[src/rtl/pixel_write_combiner.sv]
// Pixel write combiner: folds 4-bit pixel writes into masked 16-bit word writes
// and queues them for the frame buffer write port under a ready handshake.
module pwc_nibble_lane (
    input  logic       fresh_i,
    input  logic       hit_i,
    input  logic [3:0] pix_i,
    input  logic [3:0] cur_data_i,
    input  logic       cur_mask_i,
    output logic [3:0] nxt_data_o,
    output logic       nxt_mask_o
);
    // A fresh word starts from zero so unwritten nibbles go out as 0.
    assign nxt_data_o = hit_i ? pix_i : (fresh_i ? 4'h0 : cur_data_i);
    assign nxt_mask_o = hit_i | (~fresh_i & cur_mask_i);
endmodule

module pixel_write_combiner #(
    parameter int FIFO_DEPTH        = 4,
    parameter int IDLE_FLUSH_CYCLES = 16,
    parameter int PIXEL_LIMIT       = 256000
) (
    input  logic        clock_in,
    input  logic        reset_n_in,
    input  logic        pixel_write_enable_in,
    input  logic [17:0] pixel_write_address_in,
    input  logic [3:0]  pixel_write_data_in,
    input  logic        flush_in,
    input  logic        clear_status_in,
    input  logic        mem_ready_in,
    output logic        mem_write_enable_out,
    output logic [15:0] mem_address_out,
    output logic [15:0] mem_data_out,
    output logic [3:0]  mem_nibble_mask_out,
    output logic        busy_out,
    output logic        overflow_out
);
    localparam int            PW       = $clog2(FIFO_DEPTH);
    localparam int            IW       = $clog2(IDLE_FLUSH_CYCLES + 1);
    localparam logic [PW:0]   FULL_CNT = (PW + 1)'(FIFO_DEPTH);
    localparam logic [IW-1:0] IDLE_MAX = IW'(IDLE_FLUSH_CYCLES);
    localparam logic [17:0]   LIMIT_C  = 18'(PIXEL_LIMIT);

    typedef struct packed {
        logic [15:0] addr;
        logic [15:0] data;
        logic [3:0]  mask;
    } word_t;

    logic            en_q;
    logic [17:0]     last_addr_q;
    word_t           acc_q, acc_d;
    logic            acc_v_q, acc_v_d;
    logic [IW-1:0]   idle_q, idle_d;
    logic            ovf_q, ovf_d;
    word_t           fifo_q [FIFO_DEPTH];
    logic [PW-1:0]   wr_q, rd_q;
    logic [PW:0]     cnt_q;

    logic            cap, cap_ok, same_word, push, fresh;
    logic            full, empty, pop, wr_en, drop;
    logic [15:0]     cap_word;
    logic [1:0]      cap_lane;
    logic [3:0][3:0] lane_data_d;
    logic [3:0]      lane_mask_d;
    word_t           head;

    // A held enable with an unchanged address is one pixel, not many.
    assign cap       = pixel_write_enable_in & (~en_q | (pixel_write_address_in != last_addr_q));
    assign cap_ok    = cap & (pixel_write_address_in < LIMIT_C);
    assign cap_word  = pixel_write_address_in[17:2];
    assign cap_lane  = pixel_write_address_in[1:0];
    assign same_word = acc_q.addr == cap_word;

    assign push  = acc_v_q & ((&acc_q.mask) | flush_in | (idle_q == IDLE_MAX) | (cap_ok & ~same_word));
    assign fresh = push | ~acc_v_q;

    for (genvar n = 0; n < 4; n++) begin : g_lane
        pwc_nibble_lane u_lane (
            .fresh_i    (fresh),
            .hit_i      (cap_ok && (cap_lane == 2'(n))),
            .pix_i      (pixel_write_data_in),
            .cur_data_i (acc_q.data[4*n +: 4]),
            .cur_mask_i (acc_q.mask[n]),
            .nxt_data_o (lane_data_d[n]),
            .nxt_mask_o (lane_mask_d[n])
        );
    end

    assign full  = cnt_q == FULL_CNT;
    assign empty = cnt_q == '0;
    assign pop   = ~empty & mem_ready_in;
    assign wr_en = push & (~full | pop);
    assign drop  = push & full & ~pop;

    always_comb begin
        acc_d      = acc_q;
        acc_d.addr = cap_ok ? cap_word : acc_q.addr;
        acc_d.data = lane_data_d;
        acc_d.mask = lane_mask_d;
        acc_v_d    = cap_ok | (acc_v_q & ~push);
        idle_d     = idle_q;
        if (cap || !acc_v_q || push)
            idle_d = '0;
        else if (idle_q != IDLE_MAX)
            idle_d = idle_q + IW'(1);
        // A drop in the same cycle as a clear keeps the flag set.
        ovf_d = drop | (ovf_q & ~clear_status_in);
    end

    always_ff @(posedge clock_in or negedge reset_n_in) begin
        if (!reset_n_in) begin
            en_q        <= 1'b0;
            last_addr_q <= '0;
            acc_q       <= '0;
            acc_v_q     <= 1'b0;
            idle_q      <= '0;
            ovf_q       <= 1'b0;
            wr_q        <= '0;
            rd_q        <= '0;
            cnt_q       <= '0;
        end else begin
            en_q    <= pixel_write_enable_in;
            acc_q   <= acc_d;
            acc_v_q <= acc_v_d;
            idle_q  <= idle_d;
            ovf_q   <= ovf_d;
            if (cap)
                last_addr_q <= pixel_write_address_in;
            if (wr_en)
                wr_q <= wr_q + PW'(1);
            if (pop)
                rd_q <= rd_q + PW'(1);
            cnt_q <= cnt_q + (PW + 1)'(wr_en) - (PW + 1)'(pop);
        end
    end

    always_ff @(posedge clock_in) begin
        if (wr_en)
            fifo_q[wr_q] <= acc_q;
    end

    assign head                 = fifo_q[rd_q];
    assign mem_write_enable_out = ~empty;
    assign mem_address_out      = empty ? '0 : head.addr;
    assign mem_data_out         = empty ? '0 : head.data;
    assign mem_nibble_mask_out  = empty ? '0 : head.mask;
    assign busy_out             = acc_v_q | ~empty;
    assign overflow_out         = ovf_q;
endmodule

[config.mk]
export PLATFORM = sky130hd
export DESIGN_NAME = pixel_write_combiner
export DESIGN_NICKNAME = d
export VERILOG_FILES = /design/src/rtl/pixel_write_combiner.sv
export SDC_FILE = /design/constraint.sdc
export NUM_CORES = 1
export LEC_CHECK = 0
export CAP_MARGIN = 20
export CELL_PAD_IN_SITES_DETAIL_PLACEMENT = 1
export CELL_PAD_IN_SITES_GLOBAL_PLACEMENT = 1
export CORE_MARGIN = 3
export CORE_UTILIZATION = 45
export DETAILED_ROUTE_END_ITERATION = 7
export DONT_BUFFER_PORTS = 1
export PLACE_DENSITY_LB_ADDON = 0.1
export SLEW_MARGIN = 20
export SYNTH_ARGS = -nofsm -noshare
export SYNTH_HDL_FRONTEND = slang
export SYNTH_SLANG_ARGS = --single-unit
export TNS_END_PERCENT = 10
[constraint.sdc]
create_clock -name clock_in -period 3.9 [get_ports clock_in]
set_clock_uncertainty 0.2 [all_clocks]
set_input_delay 0 -clock clock_in [delete_from_list [all_inputs] [get_ports clock_in]]
set_output_delay 0 -clock clock_in [all_outputs]
set_load 0.01 [all_outputs]
[After elaboration in Yosys (flattened, before gate mapping)]
Memory sizes are Yosys's and may differ from the RTL's.
Index checks and enable logic that the tools add are counted.
Widths: inputs -> output; s select.
Storage, ports and cells
  latch bits: 0
  word-level logic and storage cells: 92
  register bits: 69
  RAM bits: 144
  input bits: 28
  memories: 1
  output and inout bits: 39
  ROM bits: 0
Memories
  fifo_q: depth 4, width 36, rd ports 1, clocked after Yosys merged registers in 0, wr ports 1, line 55  | word_t fifo_q [FIFO_DEPTH];
Cells by class
  magnitude comparators: 1
  reductions and logical operators: 15
  multiplexer cells: 12
  bitwise gates (word level): 36
  shifts and indexed selects: 0
  eq/ne operators: 8
  divide/modulo/power cells: 0
  multiply operators: 0
  add/sub/neg operators: 5
Operators with widths (count)
  $mux 16: 2
  $mux 4: 6
  $lt 18x18->1 const B: 1
  $ne 18x18->1: 1
  $eq 16x16->1: 1
  $and 1x1->1: 14
  $or 1x1->1: 13
  $mux 5: 2
  $reduce_bool 2->1: 5
  $not 1->1: 9
  $add 5x1->5 const B: 1
  $eq 5x5->1 const B: 1
  $ne 5x5->1 const B: 1
  $add 2x1->2 const B: 2
  $eq 2x2->1 const B: 2
  $logic_and 1x1->1: 4
  $reduce_and 4->1: 1
  $add 3x1->3: 1
  $eq 3x3->1 const B: 1
  $logic_not 3->1: 1
  $sub 3x1->3: 1
  $eq 2x1->1 const B: 1
  $logic_not 2->1: 1
  $logic_or 1x1->1: 2
  2 further kinds: 3

[Depth between registers and ports, before layout]
Gate-level depths: netlist of run 1.
  word-level depth: 11
  gate-level depth with buffers: 13
  gate-level depth less buffers: 12

[Cells and area by module]
Synthesis of run 1 repeated with hierarchy kept, for this count alone.
Unflattened totals
  cell total of the unflattened synthesis: 497
  area total of the unflattened synthesis: 8763.4 um^2
By module, submodules not included
  pixel_write_combiner: area each 8498.2 um^2, sequential area each 6050.8 um^2, times used 1, cells each 453
  pwc_nibble_lane: area each 66.3 um^2, sequential area each 0.0 um^2, times used 4, cells each 11

[Worst setup path after synthesis of run 1]
No wires, ideal clock.
  path kind: reg-to-reg
  from: reg last_addr_q[0]
  to: mem fifo_q[0][0] in the netlist's numbering, enable pin
  stages on the path, launching flop included: 8
  path buffers: 1
  data arrival time: 2.300 ns
  clock period less this slack: 2.897 ns
  slack: 1.003 ns
  path through: dfrtp_1 xnor2_1 nand4_1 nor4_4 a211oi_1 buf_6 o21a_4 and2_1
On the way
  cells in the longest elaborated chain, start to end: 10
Ends and longest elaborated chain
  start: declaration: line 50  | logic [17:0] last_addr_q;
  start signal: assignment: line 128  | last_addr_q <= pixel_write_address_in;
  $ne 18x18->1: line 68  | assign cap = pixel_write_enable_in & (~en_q | (pixel_write_address_in != last_addr_q));
  $or 1x1->1: line 68
  $and 1x1->1: line 68
  $and 1x1->1: line 69  | assign cap_ok = cap & (pixel_write_address_in < LIMIT_C);
  $and 1x1->1: line 74  | assign push = acc_v_q & ((&acc_q.mask) | flush_in | (idle_q == IDLE_MAX) | (cap_ok & ~same_word));
  $or 1x1->1: line 74
  $and 1x1->1: line 74
  $and 1x1->1: line 92  | assign wr_en = push & (~full | pop);
  $mux 1: line 138  | if (wr_en)
  $mux 1 (not written as such): line 139  | fifo_q[wr_q] <= acc_q;
  end: declaration: line 55
No other way between the ends.

[Final worst setup path of run 1]
  from: reg idle_q[0]
  to: reg acc_q[7] in the netlist's numbering
On the way
  cells in the longest elaborated chain, start to end: 6
Ends and longest elaborated chain
  start: declaration: line 53  | logic [IW-1:0] idle_q, idle_d;
  start signal: assignment: line 125  | idle_q <= idle_d;
  $eq 5x5->1: line 74
  $or 1x1->1 (2 in a row): line 74
  $and 1x1->1: line 74
  $or 1x1->1: line 75  | assign fresh = push | ~acc_v_q;
  $reduce_bool 2->1 (no line)
  end signal: assignment: line 114  | acc_q <= '0;
  end signal: assignment: line 123  | acc_q <= acc_d;
  end: declaration: line 51  | word_t acc_q, acc_d;
No other way between the ends.
A chain may end at the register's enable or synchronous reset.

==> flow_summary.json, run 1 <==
{
  "syn_to_final_growth_pct": 17.7,
  "cp.required_ns": 4.14,
  "multiInputGateArea_um2": 2590,
  "layout-drive-gt1-share": 0.203,
  "powerDensity_nw_per_um2": 668,
  "p_leak_nw": 3.76,
  "nFillCells": 1772,
  "die_w_um": 146,
  "vdd_drop_max_v": 0.000316,
  "routed_via_density": 5.42,
  "start_util": 0.464,
  "grt_pass1_wl_mm": 31.4,
  "cap_violations": 0,
  "design.core.area_um2": 18900,
  "fin_nets": 617,
  "cts_num_sinks": 213,
  "synth-xor-area-share": 0.0420,
  "fin_setup_tns_ns": 0,
  "insertion_delay_ns": 0.50,
  "postCtsSetupBuffers": 0,
  "holdWs_ns": 0.0524,
  "grt-ovfl-total": 0,
  "cp-start-kind": "flip-flop",
  "die_area_um2": 21200,
  "syn-num-nets": 557,
  "post_cts_resize_count": 0,
  "status": "complete, no violations",
  "routedWlPerCell_um": 23.2,
  "synth_edf_count": 144,
  "synth_top_family_by_area": "multiplexers",
  "grt_pass1_vias": 5076,
  "num_antenna_cells": 0,
  "worst_pin_slew_ns": 0.695,
  "grt_use_total": 0.192,
  "synth.most_common_cell": "edfxtp_1",
  "synth.area.top_cells": "edfxtp_1, dfrtp_1, mux4_2",
  "synth_top_area_share": 0.493,
  "drt-initial-drc-count": 308,
  "regArea_um2": 6050,
  "syn_area_per_cell_um2": 16.9,
  "grt_start_max_net_pins": 70,
  "top_layer": "met4",
  "dp_hpwl_mm": 11.5,
  "synth-simple-area-share": 0.0852,
  "numPortBuffers": 0,
  "grt_antenna_before_repair": 0,
  "place.gp.congestion": 0.723,
  "numCtsBuffers": 23,
  "route.detailed.drc": 0,
  "drtPass1Iterations": 4,
  "ant_nets": 0,
  "synthFlopType": "edfxtp_1",
  "hold_viol": 0,
  "holdBufCountCts": 50,
  "wl_met3_mm": 1.10,
  "relSlewSlack": 0.536,
  "critPathArrivalTime_ns": 3.54,
  "synth_compound_area_frac": 0.0257,
  "critPathMaxFanout": 17,
  "syn_inst": 520,
  "placementRows": 50,
  "synth_mux_area_frac": 0.128,
  "rsz0062_at_grt": "false",
  "die-height_um": 146,
  "drt-met1-wl_mm": 9.42,
  "clock_path_buffers": 3,
  "fmax_ghz": 0.303,
  "met2_length_mm": 9.12,
  "cts_tree": "done",
  "wl_mm": 19.9,
  "ys_types": 43,
  "fin_crit_ns": 3.30,
  "post-route-period-util": 0.846,
  "cp-end-kind": "flip-flop",
  "finalSetupViolCount": 0,
  "hold_class": "input port to flip-flop",
  "num_io_pins": 67,
  "root_buffer": "clkbuf_16",
  "htree_levels": 1,
  "yosysWarningCount": 0,
  "clk_pin_slew_ns": 0.06,
  "synth_fa_ha_area_frac": 0.0137,
  "synth_top_cell_by_area": "edfxtp_1",
  "yosys-top-cells-count": "edfxtp_1, dfrtp_1, nand2_1",
  "syn_area_um2": 8770,
  "num_vias": 4642,
  "yosysSeqAreaShare": 0.690,
  "async_flop_share": 0.324,
  "slew_violations": 0,
  "synth-seq-cells": 213,
  "crit_type": "flip-flop to flip-flop"
}
==> per-stage QoR <==
step           power, W  instance area (µm²)  utilization  cells  worst slack (ns)
3_5_place_dp    0.00484                 9060        0.480    765             0.742
5_1_grt         0.00726                10300        0.546    857             0.413
3_3_place_gp    0.00477                 9060        0.480    765             0.828
6_report        0.00689                10300        0.546    857             0.601
4_1_cts         0.00700                10300        0.546    857             0.694
2_1_floorplan   0.00438                 8770            -    520              1.00
==> cell families after synthesis <==
group,count (synthesis)
fa+ha+maj,9
buf+inv,32
mux,63
xor+xnor,42
simple gates,135
flops,213
compound gates,26
==> layout by cell type, fill, tap and decap left out, drive strengths merged, types with 6 or more instances in the layout <==
master,instances
clkbuf,27
inv,10
mux4,36
nor3b,8
xnor2,36
dlygate4sd3,48
and2,41
buf,10
edfxtp,144
nand2,48
ha,8
nand4,10
clkinv,11
mux2,27
dfrtp,69
xor2,6
==> where the power goes <==
group / switching, W / total (W) / internal [W]
combinational: 0.000956 / 0.00174 / 0.000781
clock: 0.000855 / 0.00207 / 0.00121
sequential: 0.000200 / 0.00309 / 0.00289
==> final timing paths <==
check,start,to,slack [ns],cells past startpoint
setup / recovery,idle_q[0],acc_q[7],0.60,7
hold / removal,pixel_write_address_in[10],last_addr_q[10],0.05,2
setup reg to reg,idle_q[0],acc_q[7],0.60,7
hold reg to reg,cnt_q[2],cnt_q[2],0.31,1
max in group asynchronous,reset_n_in,rd_q[0],2.64,4
min in group asynchronous,reset_n_in,acc_q[17],0.51,4
==> critical path, stage by stage (launching register included) <==
cell and delay [ns]:
dfrtp_1 0.38, inv_1 0.07, ha_1 0.19, a31oi_1 0.45
nand3_1 0.49, nor2_2 0.69, a22o_1 0.22, dlygate4sd3_1 0.55
==> sequential cells by signal, summed over array words and instances (netlist names), 2 cells and up <==
name and cells:
fifo_q 144, acc_q 36, last_addr_q 18, idle_q 5
cnt_q 3, rd_q 2, wr_q 2
==> final cells by class <==
class / instances / area share
Sequential cell: 213 / 0.587
Tap cell: 260 / 0.0315
Multi-Input combinational cell: 275 / 0.251
Clock inverter: 15 / 0.0121
Timing Repair Buffer: 58 / 0.0577
Clock buffer: 27 / 0.0572
Inverter: 9 / 0.00327
==> layer usage <==
layer / vias to the layer above / GRT usage
li1: 2064 / -
met1: 2448 / 0.285
met2: 109 / 0.297
met3: 21 / 0.0402
met4: 0 / 0.0399
met5: - / 0
(Power assumes the default switching activity.)
==> run 2, diff against run 1 <==
ABC_AREA = 1   (was not set)
clock period = 2.9 ns   (was 3.9 ns; I/O delays follow)
==> run 2 against run 1 <==
Effect of this change:
- setup slack worse by 0.43 ns
- critical path type unchanged
- synthesized cell count is 69% higher
- register-to-register slack worse by 0.43 ns
- power is 40% higher
- count of clock-buffer cells in the layout is 4 higher
- sequential share of layout area is 2.1 points lower
- sequential cell count stayed put
==> flow_summary.json, run 2 <==
{
  "status": "complete, no violations",
  "syn_inst": 878,
  "drt-initial-drc-count": 451,
  "synth-xor-area-share": 0.00971,
  "syn-num-nets": 915,
  "largest_reg_flops": 144,
  "num_vias": 6317,
  "powerDensity_nw_per_um2": 904,
  "multiInputGateArea_um2": 2630,
  "die_area_um2": 21800,
  "setup.worst_path.end": "cnt_q[2]",
  "num_antenna_cells": 0,
  "synth_fa_ha_area_frac": 0.0133,
  "slew_violations": 0,
  "dp_hpwl_mm": 14.2,
  "insertion_delay_ns": 0.51,
  "synth-simple-area-share": 0.180,
  "die-height_um": 148,
  "grt_pass1_wl_mm": 36.9,
  "synth_mux_area_frac": 0,
  "r2r_slack_ns": 0.17,
  "regArea_um2": 6050,
  "grt_use_total": 0.215,
  "fin_util": 0.547,
  "crit_path_frequent_cell": "nand2_1",
  "yosysWarningCount": 0,
  "grt_pass1_vias": 6697,
  "synth-seq-cells": 213,
  "placementRows": 51,
  "critPathArrivalTime_ns": 2.91,
  "wl_mm": 23.1,
  "ys_types": 31,
  "numCtsBuffers": 24,
  "synth_top_family_by_area": "simple AND/OR/NAND/NOR gates",
  "finalSetupViolCount": 0,
  "num_io_pins": 67,
  "cp.required_ns": 3.08,
  "relSlewSlack": 0.456,
  "ant_nets": 0,
  "place.gp.congestion": 0.763,
  "routedWlPerCell_um": 18.9,
  "syn_to_final_growth_pct": 18.7,
  "route.detailed.drc": 0,
  "design.core.area_um2": 19600,
  "cp-end-kind": "flip-flop",
  "r2r_start": "acc_q[32]",
  "synthFlopType": "edfxtp_1",
  "die_w_um": 148,
  "nFillCells": 2144,
  "hold_viol": 0,
  "final_common_cell": "nand2_1",
  "hold_class": "input port to flip-flop",
  "crit_chain": "inv_1, nand2_1, nand2_1, nor2_1, nand2_1, nor2_1, nand2_1, nand4_2, nand2_2, nand3_1, ha_1, inv_1, ha_1, fa_1, xor2_1",
  "clock_path_buffers": 3,
  "root_buffer": "clkbuf_16",
  "grt_start_max_net_pins": 70,
  "synth_edf_count": 144,
  "cp-startpoint": "acc_q[32]",
  "critical-path-max-stage-delay_ns": 0.44,
  "total_power_w": 0.00968,
  "routed_via_density": 5.19,
  "clk_pin_slew_ns": 0.06,
  "synth.area.top_cells": "edfxtp_1, dfrtp_1, nand2_1",
  "grt_antenna_before_repair": 0,
  "crit_type": "flip-flop to flip-flop",
  "synth_top_area_share": 0.479,
  "p_leak_nw": 4.36,
  "numPortBuffers": 0,
  "yosysSeqAreaShare": 0.671,
  "fin_nets": 972,
  "reg_top3": "fifo_q (144), acc_q (36), last_addr_q (18)",
  "cp-start-kind": "flip-flop",
  "timing.rr.end": "cnt_q[2]",
  "fmax_ghz": 0.367,
  "critPathMaxFanout": 6,
  "yosys-top-cells-count": "nand2_1, nor2_1, edfxtp_1",
  "cts_num_sinks": 213,
  "async_flop_share": 0.324,
  "syn_area_um2": 9020,
  "regMostFlops": "fifo_q",
  "synth_top_cell_by_area": "edfxtp_1",
  "post-route-period-util": 0.941,
  "syn_area_per_cell_um2": 10.3,
  "slowest_stage": "dfrtp_1",
  "synth_compound_area_frac": 0.0840,
  "synth.most_common_cell": "nand2_1",
  "fin_crit_ns": 2.73,
  "cts_tree": "done",
  "final_cell_mix": "nand2_1, nor2_1, edfxtp_1, o21ai_0, dfrtp_1",
  "worst_pin_slew_ns": 0.815,
  "drtPass1Iterations": 4,
  "grt-ovfl-total": 0,
  "start_util": 0.461,
  "reg2regPathDepth": 15,
  "cap_violations": 0,
  "layout-drive-gt1-share": 0.0934,
  "htree_levels": 1,
  "vdd_drop_max_v": 0.000434
}
-- run 2: cell count changes after synthesis, sizes merged, moves of 6 or more --
| cell | previous run | this run |
|---|---|---|
| nor2 | 5 | 193 |
| nand2 | 48 | 191 |
| o21ai | 1 | 104 |
| inv | 9 | 67 |
| a21oi | 1 | 43 |
| and2 | 41 | 0 |
| mux4 | 36 | 0 |
| xnor2 | 36 | 2 |
| mux2 | 27 | 0 |
| nor3b | 8 | 0 |
| nand4 | 10 | 4 |
-- run 2: cell families (layout without fill, tap and decap cells) --
logic type               count (synthesis)  after routing
AND/OR/NAND/NOR                        397            397
AO/OA/AOI/OAI                          150            150
adder cells (fa/ha/maj)                  9              9
buffers and inverters                   99            174
XOR/XNOR                                10             10
flip-flops                             213            213
-- run 2: stage by stage --
stage / instances / hold WS, ns / worst slack (ns) / setup TNS, ns / instance area (µm²)
global route: 1218 / 0.0380 / -0.00226 / -0.00226 / 10700
floorplan: 878 / -0.496 / -0.488 / -70.22 / 9020
global placement: 1131 / -0.489 / 0.287 / 0 / 9460
finish: 1218 / 0.0320 / 0.173 / 0 / 10700
detailed placement: 1131 / -0.489 / 0.170 / 0 / 9460
CTS: 1217 / 0.0236 / 0.137 / 0 / 10700
-- run 2: critical path, delay by kind of cell, from the launching register on --
kind                     cells  cell delay (ns)
flip-flops                   1             0.44
XOR/XNOR                     1             0.18
adder cells (fa/ha/maj)      3             0.86
AND/OR/NAND/NOR              9             0.78
buffers and inverters        2             0.14
-- run 2: where the power goes --
| group | switching [W] | internal [W] | leakage [nW] |
|---|---|---|---|
| Clock | 0.00119 | 0.00178 | 0.389 |
| Combinational | 0.00196 | 0.000779 | 1.76 |
| Sequential | 0.000235 | 0.00375 | 2.20 |
| Total | 0.00338 | 0.00630 | 4.36 |
-- run 2: final cells by class --
cell class | instances | area share
Sequential cell | 213 | 0.565
Clock inverter | 13 | 0.0118
Clock buffer | 31 | 0.0613
Tap cell | 265 | 0.0310
Inverter | 67 | 0.0235
Timing Repair Buffer | 63 | 0.0619
Multi-Input combinational cell | 566 | 0.245
-- run 2: how the worst min path moves through the flow --
stage | cells past startpoint | end | start
after floorplan | 0 | acc_q[0] | reset_n_in
after global placement | 0 | acc_q[6] | reset_n_in
after detailed placement | 0 | acc_q[6] | reset_n_in
after CTS | 3 | acc_q[24] | pixel_write_address_in[6]
after global routing | 3 | last_addr_q[15] | pixel_write_address_in[15]
final | 3 | acc_q[24] | pixel_write_address_in[6]
-- run 2: what timing repair did --
item | in CTS | in global routing
resized for setup | 0 | 3
setup endpoints to repair | 0 | 1
endpoints found under the hold margin | 137 | 0
buffers inserted | 0 | 1
hold buffers | 42 | 0
-- run 2: metal layers --
layer  wire length, µm  track usage  up-vias
met1              9860        0.279     3182
li1                  -            -     3005
met4               386       0.0494        0
met3              1090       0.0386       24
met2             11700        0.379      106
met5                 0            0        -
==> run 3, diff against run 2 <==
CORE_ASPECT_RATIO = 0.6   (was not set)
==> run 3 against run 2 <==
Effect of this change:
- first-iteration DRC count down 2.4%
- clock power down 17%
- critical path depth unchanged
- largest power group unchanged
- sequential cell count unchanged
- cell count about the same
- largest cell class unchanged
==> flow_summary.json, run 3 (synthesized netlist as in run 2, its figures left out) <==
{
  "multiInputGateArea_um2": 2640,
  "hold_viol": 0,
  "place.gp.congestion": 0.744,
  "total_power_w": 0.00949,
  "routedWlPerCell_um": 20.2,
  "layout-drive-gt1-share": 0.0851,
  "holdPathEnd": "en_q",
  "critPathArrivalTime_ns": 2.97,
  "grt_antenna_before_repair": 1,
  "finalSetupViolCount": 0,
  "die_area_um2": 21800,
  "use_met1": 0.339,
  "insertion_delay_ns": 0.49,
  "global_route.usage.met2": 0.369,
  "grt-ovfl-total": 0,
  "grt-busiest-layer": "met2",
  "fin_nets": 975,
  "r2r_start": "last_addr_q[9]",
  "cp-start-kind": "flip-flop",
  "reg2regPathDepth": 15,
  "slew_violations": 0,
  "cap_violations": 0,
  "gr-usage-met3": 0.0447,
  "die-height_um": 116,
  "route.detailed.drc": 0,
  "cp.required_ns": 3.06,
  "syn_to_final_growth_pct": 17.3,
  "grt_use_total": 0.230,
  "drtPass1Iterations": 4,
  "critPathMaxFanout": 2,
  "hold_class": "input port to flip-flop",
  "fin_setup_tns_ns": 0,
  "num_vias": 6451,
  "timing.rr.end": "cnt_q[2]",
  "grt_pass1_vias": 6794,
  "ant_nets": 0,
  "numCtsBuffers": 21,
  "nFillCells": 2110,
  "drt-initial-drc-count": 440,
  "clock_path_buffers": 3,
  "vdd_drop_max_v": 0.000515,
  "regMostFlops": "fifo_q",
  "wl_mm": 24.7,
  "placementRows": 39,
  "grt_pass1_wl_mm": 38.8,
  "fin_crit_ns": 2.81,
  "r2r_slack_ns": 0.09,
  "worst_pin_slew_ns": 0.798,
  "die_w_um": 189,
  "htree_levels": 1,
  "p_leak_nw": 4.30,
  "final_cell_mix": "nand2_1, nor2_1, edfxtp_1, o21ai_0, dfrtp_1",
  "cts_tree": "done",
  "grt_start_max_net_pins": 70,
  "powerDensity_nw_per_um2": 897,
  "relSlewSlack": 0.467,
  "cts_num_sinks": 213,
  "post-route-period-util": 0.969,
  "holdCritStartpoint": "pixel_write_enable_in",
  "numPortBuffers": 0,
  "crit_type": "flip-flop to flip-flop",
  "rsz0062_at_grt": "true",
  "num_io_pins": 67,
  "regArea_um2": 6050,
  "design.core.area_um2": 19300,
  "postCtsSetupBuffers": 0,
  "root_buffer": "clkbuf_16",
  "clk_pin_slew_ns": 0.07,
  "reg_top3": "fifo_q (144), acc_q (36), last_addr_q (18)",
  "start_util": 0.467,
  "cp-end-kind": "flip-flop",
  "routed_via_density": 5.29,
  "fmax_ghz": 0.356,
  "min_delay_path_depth": 1,
  "status": "complete, no violations",
  "final_common_cell": "nand2_1",
  "dp_hpwl_mm": 15.0,
  "largest_reg_flops": 144
}
-- run 3: final cells by class --
class / instances / share of cell area
clock buffer: 31 / 0.0542
clock inverter: 6 / 0.00225
inverter: 67 / 0.0238
multi-input combinational: 567 / 0.249
timing repair buffer: 68 / 0.0669
tap: 266 / 0.0315
sequential: 213 / 0.572
antenna: 1 / 0.000236
-- run 3: critical path: stages, from the launching register on --
cell and delay [ns]:
dfrtp_1 0.39, inv_1 0.08, nand2_1 0.06, o21ai_1 0.15
nor2_1 0.07, nand2_1 0.10, nor2_1 0.07, nand3_2 0.10
nand4_2 0.15, nand2_2 0.12, nand3_1 0.11, ha_1 0.31
inv_1 0.04, ha_1 0.18, fa_1 0.38, xor2_1 0.18
-- run 3: worst max path at each step --
stage,start,end,slack [ns]
finish,last_addr_q[9],cnt_q[2],0.09
global placement,last_addr_q[6],cnt_q[2],0.17
CTS,last_addr_q[6],cnt_q[2],0.03
global route,last_addr_q[9],cnt_q[2],-0.04
detailed placement,last_addr_q[6],cnt_q[2],0.03
floorplan,acc_q[32],fifo_q[0][0],-0.49
-- run 3: timing repair --
action | CTS | global route
hold buffers | 40 | 0
setup endpoints to repair | 0 | 52
hold endpoints to repair | 137 | 0
resized for setup | 0 | 2
-- run 3: through the flow --
stage	util	area [µm²]	hold slack (ns)	cells	setup slack (ns)
after global placement	0.493	9530	-0.492	1140	0.173
after floorplan	-	9020	-0.496	878	-0.488
after CTS	0.547	10600	0.0202	1217	0.0256
after detailed placement	0.493	9530	-0.492	1140	0.0330
final	0.548	10600	0.0412	1219	0.0912
after global routing	0.548	10600	0.0250	1219	-0.0438
-- run 3: power by group --
part	internal (W)	switching, W	total (W)	leakage [nW]
registers	0.00374	0.000228	0.00397	2.20
clock network	0.00136	0.00111	0.00247	0.288
logic	0.000978	0.00207	0.00305	1.81
-- run 3: layer usage --
metal / up-vias / wire (µm) / part of all wire
met2: 137 / 11000 / 0.45
met4: 0 / 288 / 0.012
met5: - / 0 / 0
met1: 3284 / 11900 / 0.48
li1: 3006 / - / -
met3: 24 / 1480 / 0.060
